`src/rtl/qerv_pkg.sv`:
```
// Shared encodings and sizing helpers for the qerv digit-serial datapath.
package qerv_pkg;

    typedef enum logic [1:0] {
        OP_ADD = 2'd0,
        OP_SLL = 2'd1,
        OP_SRL = 2'd2,
        OP_SRA = 2'd3
    } op_e;

    typedef enum logic [1:0] {
        SZ_BYTE = 2'd0,
        SZ_HALF = 2'd1,
        SZ_WORD = 2'd2
    } size_e;

    typedef enum logic [1:0] {
        ST_IDLE  = 2'd0,
        ST_ADD   = 2'd1,
        ST_SHIFT = 2'd2
    } state_e;

    function automatic int ndig(input int w);
        return 32 / w;
    endfunction

    function automatic int cnt_w(input int w);
        return $clog2(32 / w);
    endfunction

endpackage

```
`src/rtl/qerv_digit_adder.sv`:
```
// W-bit digit adder with a registered carry chained between digits.
module qerv_digit_adder #(
    parameter int W = 1
) (
    input  logic         i_clk,
    input  logic         i_rst,
    input  logic         i_clr,
    input  logic         i_en,
    input  logic [W-1:0] i_a,
    input  logic [W-1:0] i_b,
    output logic [W-1:0] o_sum
);

    logic         c_r;
    logic [W:0]   full;

    assign full  = {1'b0, i_a} + {1'b0, i_b} + {{W{1'b0}}, c_r};
    assign o_sum = full[W-1:0];

    always_ff @(posedge i_clk or posedge i_rst) begin
        if (i_rst)
            c_r <= 1'b0;
        else if (i_clr)
            c_r <= 1'b0;
        else if (i_en)
            c_r <= full[W];
    end

endmodule

```
`src/rtl/qerv_digit_bufreg.sv`:
```
// Digit-serial buffer register: serial ADD into data, serial shifted readout.
// Optional misalignment detect with `define QERV_BUFREG_MISALIGN_EN.
module qerv_digit_bufreg
    import qerv_pkg::*;
#(
    parameter int W   = 1,
    parameter int MDU = 0
) (
    input  logic         i_clk,
    input  logic         i_rst,
    input  logic         i_start,
    input  logic         i_clr,
    input  logic [1:0]   i_op,
    input  logic         i_mdu_op,
    input  logic         i_rs1_en,
    input  logic         i_imm_en,
    input  logic         i_clr_lsb,
    input  logic [W-1:0] i_rs1,
    input  logic [W-1:0] i_imm,
    input  logic [4:0]   i_shamt,
    input  logic [1:0]   i_size,
    output logic         o_busy,
    output logic         o_done,
    output logic [W-1:0] o_q,
    output logic [31:0]  o_dbus_adr,
    output logic [31:0]  o_ext_rs1,
    output logic [1:0]   o_lsb,
    output logic         o_misalign
);

    localparam int NDIG = ndig(W);
    localparam int CW   = cnt_w(W);
    localparam logic [CW-1:0] LAST = CW'(NDIG - 1);

    state_e        state;
    logic [CW-1:0] cnt;
    logic [31:0]   data;
    logic [1:0]    lsb_r;
    op_e           op_r;
    logic [4:0]    shamt_r;
    logic          busy_r;
    logic          done_r;

    logic [4:0]    base;
    logic [W-1:0]  rs1_d;
    logic [W-1:0]  imm_d;
    logic [W-1:0]  sum;
    logic [31:0]   shres;

    assign base  = 5'(int'(cnt) * W);
    assign rs1_d = i_rs1_en ? i_rs1 : '0;

    always_comb begin
        imm_d = i_imm_en ? i_imm : '0;
        if (i_clr_lsb && cnt == '0)
            imm_d[0] = 1'b0;
    end

    // Carry is held clear while idle so every phase starts from zero.
    qerv_digit_adder #(.W(W)) u_add (
        .i_clk (i_clk),
        .i_rst (i_rst),
        .i_clr (i_clr || state == ST_IDLE),
        .i_en  (state == ST_ADD),
        .i_a   (rs1_d),
        .i_b   (imm_d),
        .o_sum (sum)
    );

    always_comb begin
        unique case (op_r)
            OP_SLL:  shres = data << shamt_r;
            OP_SRL:  shres = data >> shamt_r;
            OP_SRA:  shres = 32'($signed(data) >>> shamt_r);
            default: shres = data;
        endcase
    end

    always_comb begin
        case (state)
            ST_ADD:   o_q = sum;
            ST_SHIFT: o_q = shres[base +: W];
            default:  o_q = '0;
        endcase
    end

    always_ff @(posedge i_clk or posedge i_rst) begin
        if (i_rst) begin
            state   <= ST_IDLE;
            cnt     <= '0;
            data    <= '0;
            lsb_r   <= 2'b00;
            op_r    <= OP_ADD;
            shamt_r <= 5'd0;
            busy_r  <= 1'b0;
            done_r  <= 1'b0;
        end else if (i_clr) begin
            state  <= ST_IDLE;
            cnt    <= '0;
            busy_r <= 1'b0;
            done_r <= 1'b0;
        end else begin
            case (state)
                ST_IDLE: begin
                    if (i_start) begin
                        state   <= (i_op == OP_ADD) ? ST_ADD : ST_SHIFT;
                        op_r    <= op_e'(i_op);
                        shamt_r <= i_shamt;
                        cnt     <= '0;
                        busy_r  <= 1'b1;
                        done_r  <= 1'b0;
                    end
                end
                default: begin
                    if (state == ST_ADD)
                        data[base +: W] <= sum;
                    if (cnt == LAST) begin
                        // Low bits were written in earlier digits.
                        if (state == ST_ADD)
                            lsb_r <= data[1:0];
                        state  <= ST_IDLE;
                        cnt    <= '0;
                        busy_r <= 1'b0;
                        done_r <= 1'b0;
                    end else begin
                        cnt    <= cnt + 1'b1;
                        done_r <= (cnt == LAST - CW'(1));
                    end
                end
            endcase
        end
    end

    assign o_busy     = busy_r;
    assign o_done     = done_r;
    assign o_dbus_adr = {data[31:2], 2'b00};
    assign o_ext_rs1  = data;
    assign o_lsb      = (MDU != 0 && i_mdu_op) ? 2'b00 : lsb_r;

`ifdef QERV_BUFREG_MISALIGN_EN
    assign o_misalign = (i_size == SZ_HALF && o_lsb[0]) ||
                        (i_size == SZ_WORD && o_lsb != 2'b00);
`else
    logic unused_size;
    assign unused_size = ^i_size;
    assign o_misalign  = 1'b0;
`endif

endmodule

```
`config.mk`:
```
export PLATFORM = sky130hd
export DESIGN_NAME = qerv_digit_bufreg
export DESIGN_NICKNAME = d
export VERILOG_FILES = /design/src/rtl/qerv_pkg.sv /design/src/rtl/qerv_digit_adder.sv /design/src/rtl/qerv_digit_bufreg.sv
export SDC_FILE = /design/constraint.sdc
export NUM_CORES = 1
export LEC_CHECK = 0
export CORE_MARGIN = 3
export CORE_UTILIZATION = 30
export DETAILED_ROUTE_END_ITERATION = 8
export GPL_TIMING_DRIVEN = 0
export HOLD_SLACK_MARGIN = 0.15
export PLACE_DENSITY = 0.48
export REMOVE_ABC_BUFFERS = 1
export SYNTH_ARGS = -nofsm -noshare
export SYNTH_HDL_FRONTEND = slang
export SYNTH_SLANG_ARGS = --single-unit
```
`constraint.sdc`:
```
create_clock -name i_clk -period 5.9 [get_ports i_clk]
set_input_delay 1.475 -clock i_clk [delete_from_list [all_inputs] [get_ports i_clk]]
set_output_delay 1.475 -clock i_clk [all_outputs]
set_load 0.01 [all_outputs]
```
==> impl_results.rst, run 1 <==
.. list-table::
   :header-rows: 1

   * - Metric
     - Value
   * - Run status
     - finished clean
   * - First drt pass iteration count
     - 5
   * - Detailed-route vias per instance
     - 6.459
   * - Number of max-slew violations in the final report
     - 0
   * - NumNets Final
     - 847
   * - Leak
     - 0.002870 uW
   * - First-pass GRT wire length
     - 47.23 mm
   * - Path type of the worst min-delay path
     - flop to flop
   * - Max clock buf depth
     - 2
   * - Final setup violation count
     - 0
   * - Worst Tran Pin Value
     - 1014 ps
   * - Inserted Diodes
     - 0
   * - Hpwl dp
     - 22.46 mm
   * - Share of synthesized registers carrying an async set or reset
     - 100.0%
   * - Sequential fraction of design power
     - 33.2%
   * - # DRC
     - 0
   * - Core footprint
     - 23680 um2
   * - Internal power
     - 834.8 uW
   * - Capturing element type of the critical path
     - primary output
   * - Number of synthesized register bits
     - 51
   * - Yosys warns
     - 0
   * - Final hold viol count
     - 0
   * - H-Tree Level Count
     - 2
   * - Post-Place Cells
     - 1124
   * - RSZ-0062 raised after global routing
     - false
   * - Starting Density
     - 30.79%
   * - GRT overflow
     - 0
   * - Worst path arrival time
     - 4280 ps
   * - Clk Tree Root Cell
     - sky130_fd_sc_hd__clkbuf_16
   * - Input/output buffers
     - 82
   * - GP Congestion
     - 1.013
   * - Clock group share of total power
     - 20.2%
   * - Total wire length after detailed routing
     - 31.66 mm
   * - Area growth from synthesis to layout
     - 13.59%
   * - Timing-limited maximum frequency
     - 0.1739 GHz
   * - CTS clk-pin slew, worst paths
     - 70 ps
   * - Floorplan die height
     - 161.9 um
   * - Dominant synthesized flop cell
     - sky130_fd_sc_hd__dfrtp_1
   * - Proportion of layout cells with a drive suffix above 1
     - 18.22%
   * - Number of distinct library cells after synthesis
     - 71
   * - Routed WL per cell
     - 27.84 um
   * - Number of DRC markers after the initial detailed-route iteration
     - 735
   * - Crit start category
     - primary input
   * - Data required time at the worst endpoint
     - 4430 ps
   * - Antenna-violating nets left
     - 0
   * - Sequential share of the synthesized area
     - 17.50%
   * - Worst ir drop on vdd
     - 110.4 uV
   * - Total number of vias
     - 7344
   * - Count of hold-fix buffers inserted at cts
     - 0
   * - Combinational Power Share
     - 46.6%
   * - Top cells by area in the synthesized netlist
     - sky130_fd_sc_hd__mux4_2 (18%), sky130_fd_sc_hd__dfrtp_1 (18%), sky130_fd_sc_hd__mux2i_1 (9.1%)
   * - Rel. slew slack
     - 32.43%
   * - Clk_lat worst skew
     - 290 ps
   * - Critical path fanouts, max
     - 4
   * - Net switching power
     - 704.3 uW
   * - CTS tree
     - built
   * - Min cycle time layout
     - 5751 ps
   * - Count of flip-flops with a built-in enable after synthesis
     - 0
   * - GR Util All Layers
     - 23.48%
   * - Via count of the first global-routing pass
     - 7132
   * - Initial antenna violation count
     - 0
   * - Switching share of power
     - 45.76%
   * - Share of the clock period used by the worst path after layout
     - 97.47%
   * - Netlist area before placement
     - 7292 um2
   * - Number of maximum-capacitance violations
     - 0
   * - P per Cell Area
     - 185.8 nW/um2
   * - Std-Cell Rows
     - 56
   * - Power, Total
     - 1539 uW
   * - Final cell utilization of the core
     - 34.97%
   * - Cell type with the largest total area after synthesis
     - sky130_fd_sc_hd__mux4_2
   * - Fin Clk Skew
     - 6.347 ps
   * - Total CTS buffers
     - 5
   * - Number of filler instances in the final layout
     - 2511
   * - Post-route worst hold slack
     - 479.5 ps
   * - Most common cell after layout, fill and taps aside
     - sky130_fd_sc_hd__clkdlybuf4s50_1
   * - Non-filler cells, final
     - 1137
   * - Share of the synthesized area in the top cell type
     - 17.91%
   * - Number of primary I/O pins
     - 89
   * - Most used cells in the layout excluding fill and tap cells
     - sky130_fd_sc_hd__clkdlybuf4s50_1 (82), sky130_fd_sc_hd__nand2_1 (70), sky130_fd_sc_hd__nor2_1 (65), sky130_fd_sc_hd__mux2i_1 (64), sky130_fd_sc_hd__o21ai_0 (60)
   * - Overall die area
     - 26210 um2
   * - Die Wd
     - 161.9 um
   * - Total clock sinks
     - 51
   * - Post-synthesis instance total
     - 833
   * - Post-synthesis average cell area
     - 8.754 um2
   * - Pin count of the biggest net entering global routing
     - 80
   * - Worst Setup Path Type
     - primary input to primary output
   * - Setup total negative slack
     - 0 ps
power groups by stage:
stage	clock (uW)	combinational (uW)	sequential [uW]
6_report	311	717	511
3_3_place_gp	0	604	599
2_1_floorplan	0	429	518
4_1_cts	319	699	501
3_5_place_dp	0	669	517
5_1_grt	332	758	515
timing repair:
item | in CTS | in global routing
gates resized for setup | 13 | 11
pin swaps | 1 | 1
setup endpoints to repair | 1 | 1
buffers inserted | 4 | 1
final timing paths:
path / from / endpoint / slack, ps / depth (start not counted)
setup / recovery: i_rs1_en / o_q / 150 / 9
hold / removal: o_busy$_DFFE_PP0P_ / o_busy$_DFFE_PP0P_ / 480 / 2
setup reg to reg: cnt[1]$_DFFE_PP0P_ / o_ext_rs1[15]$_DFFE_PP0P_ / 2570 / 11
hold reg to reg: o_busy$_DFFE_PP0P_ / o_busy$_DFFE_PP0P_ / 480 / 2
max in group asynchronous: i_rst / shamt_r[0]$_DFFE_PP0P_ / 3780 / 3
min in group asynchronous: i_rst / o_lsb[1]$_DFFE_PP0P_ / 1560 / 2
worst max-delay path, stage by stage:
cell and delay, ps:
sky130_fd_sc_hd__clkdlybuf4s50_1 390, sky130_fd_sc_hd__and2_1 180, sky130_fd_sc_hd__fa_2 550, sky130_fd_sc_hd__and2_4 200, sky130_fd_sc_hd__o21ai_4 110, sky130_fd_sc_hd__nor4_2 430
sky130_fd_sc_hd__o311a_1 250, sky130_fd_sc_hd__o311a_1 150, sky130_fd_sc_hd__clkdlybuf4s50_1 540
routing by layer:
metal	share of wire (%)	global-route usage, %	routed length (um)	vias up
met5	0	0	0	-
met4	5.0	9.694	1576	0
met3	6.4	2.423	2027	92
met2	47	38.25	14740	387
met1	42	31.96	13310	3692
li1	-	-	-	3173
Yosys cell counts (14+ instances only):
master,instances
sky130_fd_sc_hd__nand2_1,70
sky130_fd_sc_hd__mux2i_1,66
sky130_fd_sc_hd__nor2_1,66
sky130_fd_sc_hd__o21ai_0,62
sky130_fd_sc_hd__mux4_2,58
sky130_fd_sc_hd__dfrtp_1,51
sky130_fd_sc_hd__clkbuf_1,47
sky130_fd_sc_hd__mux2_2,41
sky130_fd_sc_hd__buf_4,33
sky130_fd_sc_hd__a21oi_1,31
sky130_fd_sc_hd__nor3_1,23
sky130_fd_sc_hd__buf_2,22
sky130_fd_sc_hd__nand3_1,21
sky130_fd_sc_hd__o31ai_1,16
sky130_fd_sc_hd__inv_1,14
through the flow:
step	worst slack, ps	instance area [um2]
6_report	149.4	8283
2_1_floorplan	-645.2	6635
4_1_cts	17.72	8244
3_3_place_gp	-3097	7855
3_5_place_dp	-1315	7994
5_1_grt	23.93	8283
layout make-up:
type	instances	area [um2]	area share, %
Inverter	15	62.56	0.7553
Multi-Input combinational cell	651	5359	64.70
Tap cell	319	399.1	4.819
Clock buffer	8	156.4	1.888
Timing Repair Buffer	93	1010	12.19
Sequential cell	51	1296	15.65
kinds of logic after synthesis:
logic type	share of synthesized area, %
XOR/XNOR	0.3604
flip-flops	17.50
adder cells (fa/ha/maj)	1.990
AO/OA/AOI/OAI	20.87
multiplexers	33.30
buffers and inverters	9.883
other	0.05143
AND/OR/NAND/NOR	16.04
flip-flops by register name (all words and copies together) (netlist names):
signal	count
o_ext_rs1	32
u_add.c_r	1
o_lsb	2
o_done	1
cnt	5
shamt_r	5
o_busy	1
state	2
op_r	2
Power figures use the tool's default switching activity.
==> inputs of run 2 (changes only) <==
Settings changed: CAP_MARGIN set to 5, HOLD_SLACK_MARGIN 0.15 to unset, SYNTH_HIERARCHICAL set to 1.
==> run 2 against run 1 <==
Synthesized area is 3.7% higher. Non-clock buffer count is 4 higher. Sequential share of layout area is 0.42 points lower. First-iteration DRC count is 26% higher. Clock power is 4% lower. Largest power group unchanged. Largest cell class unchanged. Synthesized cell count is 2.0% higher.
==> impl_results.rst, run 2 <==
.. list-table::
   :header-rows: 1

   * - Metric
     - Value
   * - Number of max-slew violations in the final report
     - 0 (unchanged)
   * - Number of maximum-capacitance violations
     - 0 (unchanged)
   * - Power, Total
     - 1627 uW (+5.7%)
   * - Final Worst Setup Slack
     - 54.50 ps (-94.94 ps)
   * - NumNets Final
     - 853 (+0.71%)
   * - Most used standard cell by instance count after synthesis
     - sky130_fd_sc_hd__nand2_1
   * - Total wire length after detailed routing
     - 32.91 mm (+3.9%)
   * - Std-Cell Rows
     - 57 (+1.8%)
   * - Number of DRC markers after the initial detailed-route iteration
     - 926 (+26%)
   * - Initial antenna violation count
     - 0 (unchanged)
   * - Critical path fanouts, max
     - 31 (+27)
   * - Met2 routed wirelength
     - 14.96 mm (+1.5%)
   * - Cell type with the largest total area after synthesis
     - sky130_fd_sc_hd__mux4_2
   * - Inserted Diodes
     - 0 (unchanged)
   * - CTS tree
     - built
   * - Data required time at the worst endpoint
     - 4430 ps (about the same)
   * - Via count of the first global-routing pass
     - 7254 (+1.7%)
   * - Netlist area before placement
     - 7558 um2 (+3.7%)
   * - Worst path arrival time
     - 4370 ps (+90 ps)
   * - GR Util All Layers
     - 23.87% (+0.38 points)
   * - RSZ-0062 raised after global routing
     - false
   * - Total clock sinks
     - 51 (unchanged)
   * - Number of synthesized register bits
     - 51 (unchanged)
   * - Timing-limited maximum frequency
     - 0.1711 GHz (-1.6%)
   * - GRT overflow
     - 0 (unchanged)
   * - Share of the clock period used by the worst path after layout
     - 99.08% (+1.6 points)
   * - First drt pass iteration count
     - 7 (+2)
   * - Worst Setup Path Type
     - flop to primary output
   * - Most instantiated cells after synthesis
     - sky130_fd_sc_hd__nand2_1 (73), sky130_fd_sc_hd__clkbuf_1 (71), sky130_fd_sc_hd__mux4_2 (71)
   * - H-Tree Level Count
     - 2 (unchanged)
   * - CTS clk-pin slew, worst paths
     - 70 ps (about the same)
   * - Share of synthesized registers carrying an async set or reset
     - 100.0% (unchanged)
   * - Worst ir drop on vdd
     - 107.8 uV (-2.4%)
   * - Most common cell after layout, fill and taps aside
     - sky130_fd_sc_hd__clkdlybuf4s50_1
   * - Number of primary I/O pins
     - 89 (unchanged)
   * - Fin Clk Skew
     - 8.030 ps (+1.683 ps)
   * - Hpwl dp
     - 22.41 mm (-0.24%)
   * - Core footprint
     - 24530 um2 (+3.6%)
   * - Number of distinct library cells after synthesis
     - 71 (unchanged)
   * - Final hold viol count
     - 0 (unchanged)
   * - Clk Tree Root Cell
     - sky130_fd_sc_hd__clkbuf_16
   * - Final setup violation count
     - 0 (unchanged)
   * - Share of the synthesized area in the top cell type
     - 21.16% (+3.2 points)
   * - Layout Cell Area excl Fill
     - 8537 um2 (+3.1%)
   * - Max clock buf depth
     - 2 (unchanged)
   * - Count of flip-flops with a built-in enable after synthesis
     - 0 (unchanged)
   * - Detailed-route vias per instance
     - 6.620 (+2.5%)
   * - Worst Reg2Reg Path Length in Cells
     - 10 (-1)
   * - Total CTS buffers
     - 5 (unchanged)
   * - Post-synthesis average cell area
     - 8.892 um2 (+1.6%)
   * - Post-synthesis instance total
     - 850 (+2.0%)
   * - Pin count of the biggest net entering global routing
     - 47 (-41%)
   * - Routed WL per cell
     - 28.66 um (+2.9%)
   * - # DRC
     - 0 (unchanged)
   * - P per Cell Area
     - 190.6 nW/um2 (+2.6%)
   * - Rel. slew slack
     - 27.25% (-5.2 points)
   * - GP Congestion
     - 0.9371 (-7.4%)
   * - Routed met1 length
     - 13.57 mm (+1.9%)
   * - Crit start category
     - flop
   * - Number of flip-flops under the largest register name
     - 32 (unchanged)
   * - Antenna-violating nets left
     - 0 (unchanged)
   * - Capturing element type of the critical path
     - primary output
   * - Area growth from synthesis to layout
     - 12.94%
   * - Dominant synthesized flop cell
     - sky130_fd_sc_hd__dfrtp_1
   * - Dpl cell area
     - 8254 um2 (+3.3%)
   * - Run status
     - finished clean
   * - Leak
     - 0.002983 uW (+3.9%)
   * - Worst Tran Pin Value
     - 1087 ps (+73.55 ps)
   * - Setup slack at placement
     - -14.71 ps (+1300 ps)
   * - Clk_lat worst skew
     - 300 ps (about the same)
   * - Total number of vias
     - 7600 (+3.5%)
   * - Yosys warns
     - 6 (+6)
   * - Input/output buffers
     - 82 (unchanged)
   * - Floorplan die height
     - 164.7 um (+1.7%)
   * - Overall die area
     - 27140 um2 (+3.5%)
   * - Die Wd
     - 164.7 um (+1.7%)
   * - Top cells by area in the synthesized netlist
     - sky130_fd_sc_hd__mux4_2 (21%), sky130_fd_sc_hd__dfrtp_1 (17%), sky130_fd_sc_hd__mux2i_1 (7.3%)
   * - Most used cells in the layout excluding fill and tap cells
     - sky130_fd_sc_hd__clkdlybuf4s50_1 (82), sky130_fd_sc_hd__nand2_1 (72), sky130_fd_sc_hd__mux4_2 (71), sky130_fd_sc_hd__nor2_1 (61), sky130_fd_sc_hd__mux2i_1 (55)
   * - Hold Path Cell Cnt
     - 2 (unchanged)
   * - Min cycle time layout
     - 5846 ps (+94.94 ps)
   * - Sequential share of the synthesized area
     - 16.88% (-0.62 points)
   * - Proportion of layout cells with a drive suffix above 1
     - 19.90% (+1.7 points)
   * - Starting Density
     - 30.81% (about the same)
   * - Path type of the worst min-delay path
     - flop to flop
   * - First-pass GRT wire length
     - 48.72 mm (+3.2%)
   * - Met3 WL post-DR
     - 2.938 mm (+45%)
   * - Top routing layer in use
     - met4
## run 2: layer usage
metal  track usage (%)  up-vias
met5                 0        -
li1                  -     3210
met3             3.386       85
met2             37.52      501
met4             9.379        0
met1             33.15     3804
## run 2: logic make-up after synthesis
family	after synthesis	share of synthesized area [%]
and+or+nand+nor	242	15.00
AOI/OAI and AO/OA	221	21.06
DFF	51	16.88
adders and majority gates	11	1.920
other	1	0.04961
muxes	169	34.85
xor gates and xnor gates	3	0.3477
buffers and inverters	152	9.899
## run 2: final timing paths
path / from / to / slack [ps]
setup reg to reg: cnt[0]$_DFFE_PP0P_ / o_ext_rs1[10]$_DFFE_PP0P_ / 2170
setup / recovery: op_r[1]$_DFFE_PP0P_ / o_q / 50
min in group asynchronous: i_rst / u_add/c_r$_DFFE_PP0P_ / 1350
max in group asynchronous: i_rst / o_ext_rs1[6]$_DFFE_PP0P_ / 3820
hold / removal: o_busy$_DFFE_PP0P_ / o_busy$_DFFE_PP0P_ / 480
hold reg to reg: o_busy$_DFFE_PP0P_ / o_busy$_DFFE_PP0P_ / 480
## run 2: final cells by class
class                           count  area [um2]
Clock buffer                        5       125.1
Clock inverter                      3       23.77
Fill cell                        2575       16000
Inverter                           19       92.59
Multi-Input combinational cell    649        5559
Sequential cell                    51        1300
Tap cell                          324       405.4
Timing Repair Buffer               97        1031
## run 2: where the power goes
group | internal, uW | switching, uW | leakage, uW
logic | 324 | 530 | 0.00223
registers | 368 | 106 | 0.000684
clock network | 159 | 140 | 0.0000664
## run 2: what timing repair did
| item | in CTS | in global routing |
|---|---|---|
| hold endpoints to repair | 0 | 0 |
| setup buffers | 5 | 4 |
| gates resized for setup | 10 | 10 |
| hold buffers | 0 | 0 |
| endpoints found under the setup margin | 1 | 1 |
## run 2: metrics by stage
stage / instances / util (%) / hold WS [ps] / setup TNS [ps]
final: 1148 / 34.80 / 478.0 / 0
after CTS: 1144 / 34.55 / 482.0 / 0
after global routing: 1148 / 34.80 / 510.8 / 0
after global placement: 1125 / 33.08 / 465.8 / -3390
after detailed placement: 1131 / 33.64 / 465.3 / -14.71
after floorplan: 719 / - / 475.3 / -1271
## run 2: worst max-delay path: stages (launching register included)
cell and delay [ps]:
sky130_fd_sc_hd__dfrtp_2 790, sky130_fd_sc_hd__inv_1 420, sky130_fd_sc_hd__nor2_1 770, sky130_fd_sc_hd__a2111oi_1 260, sky130_fd_sc_hd__a211oi_1 500, sky130_fd_sc_hd__nor3_1 190, sky130_fd_sc_hd__o22a_1 220, sky130_fd_sc_hd__a41oi_1 270
sky130_fd_sc_hd__clkdlybuf4s50_1 610
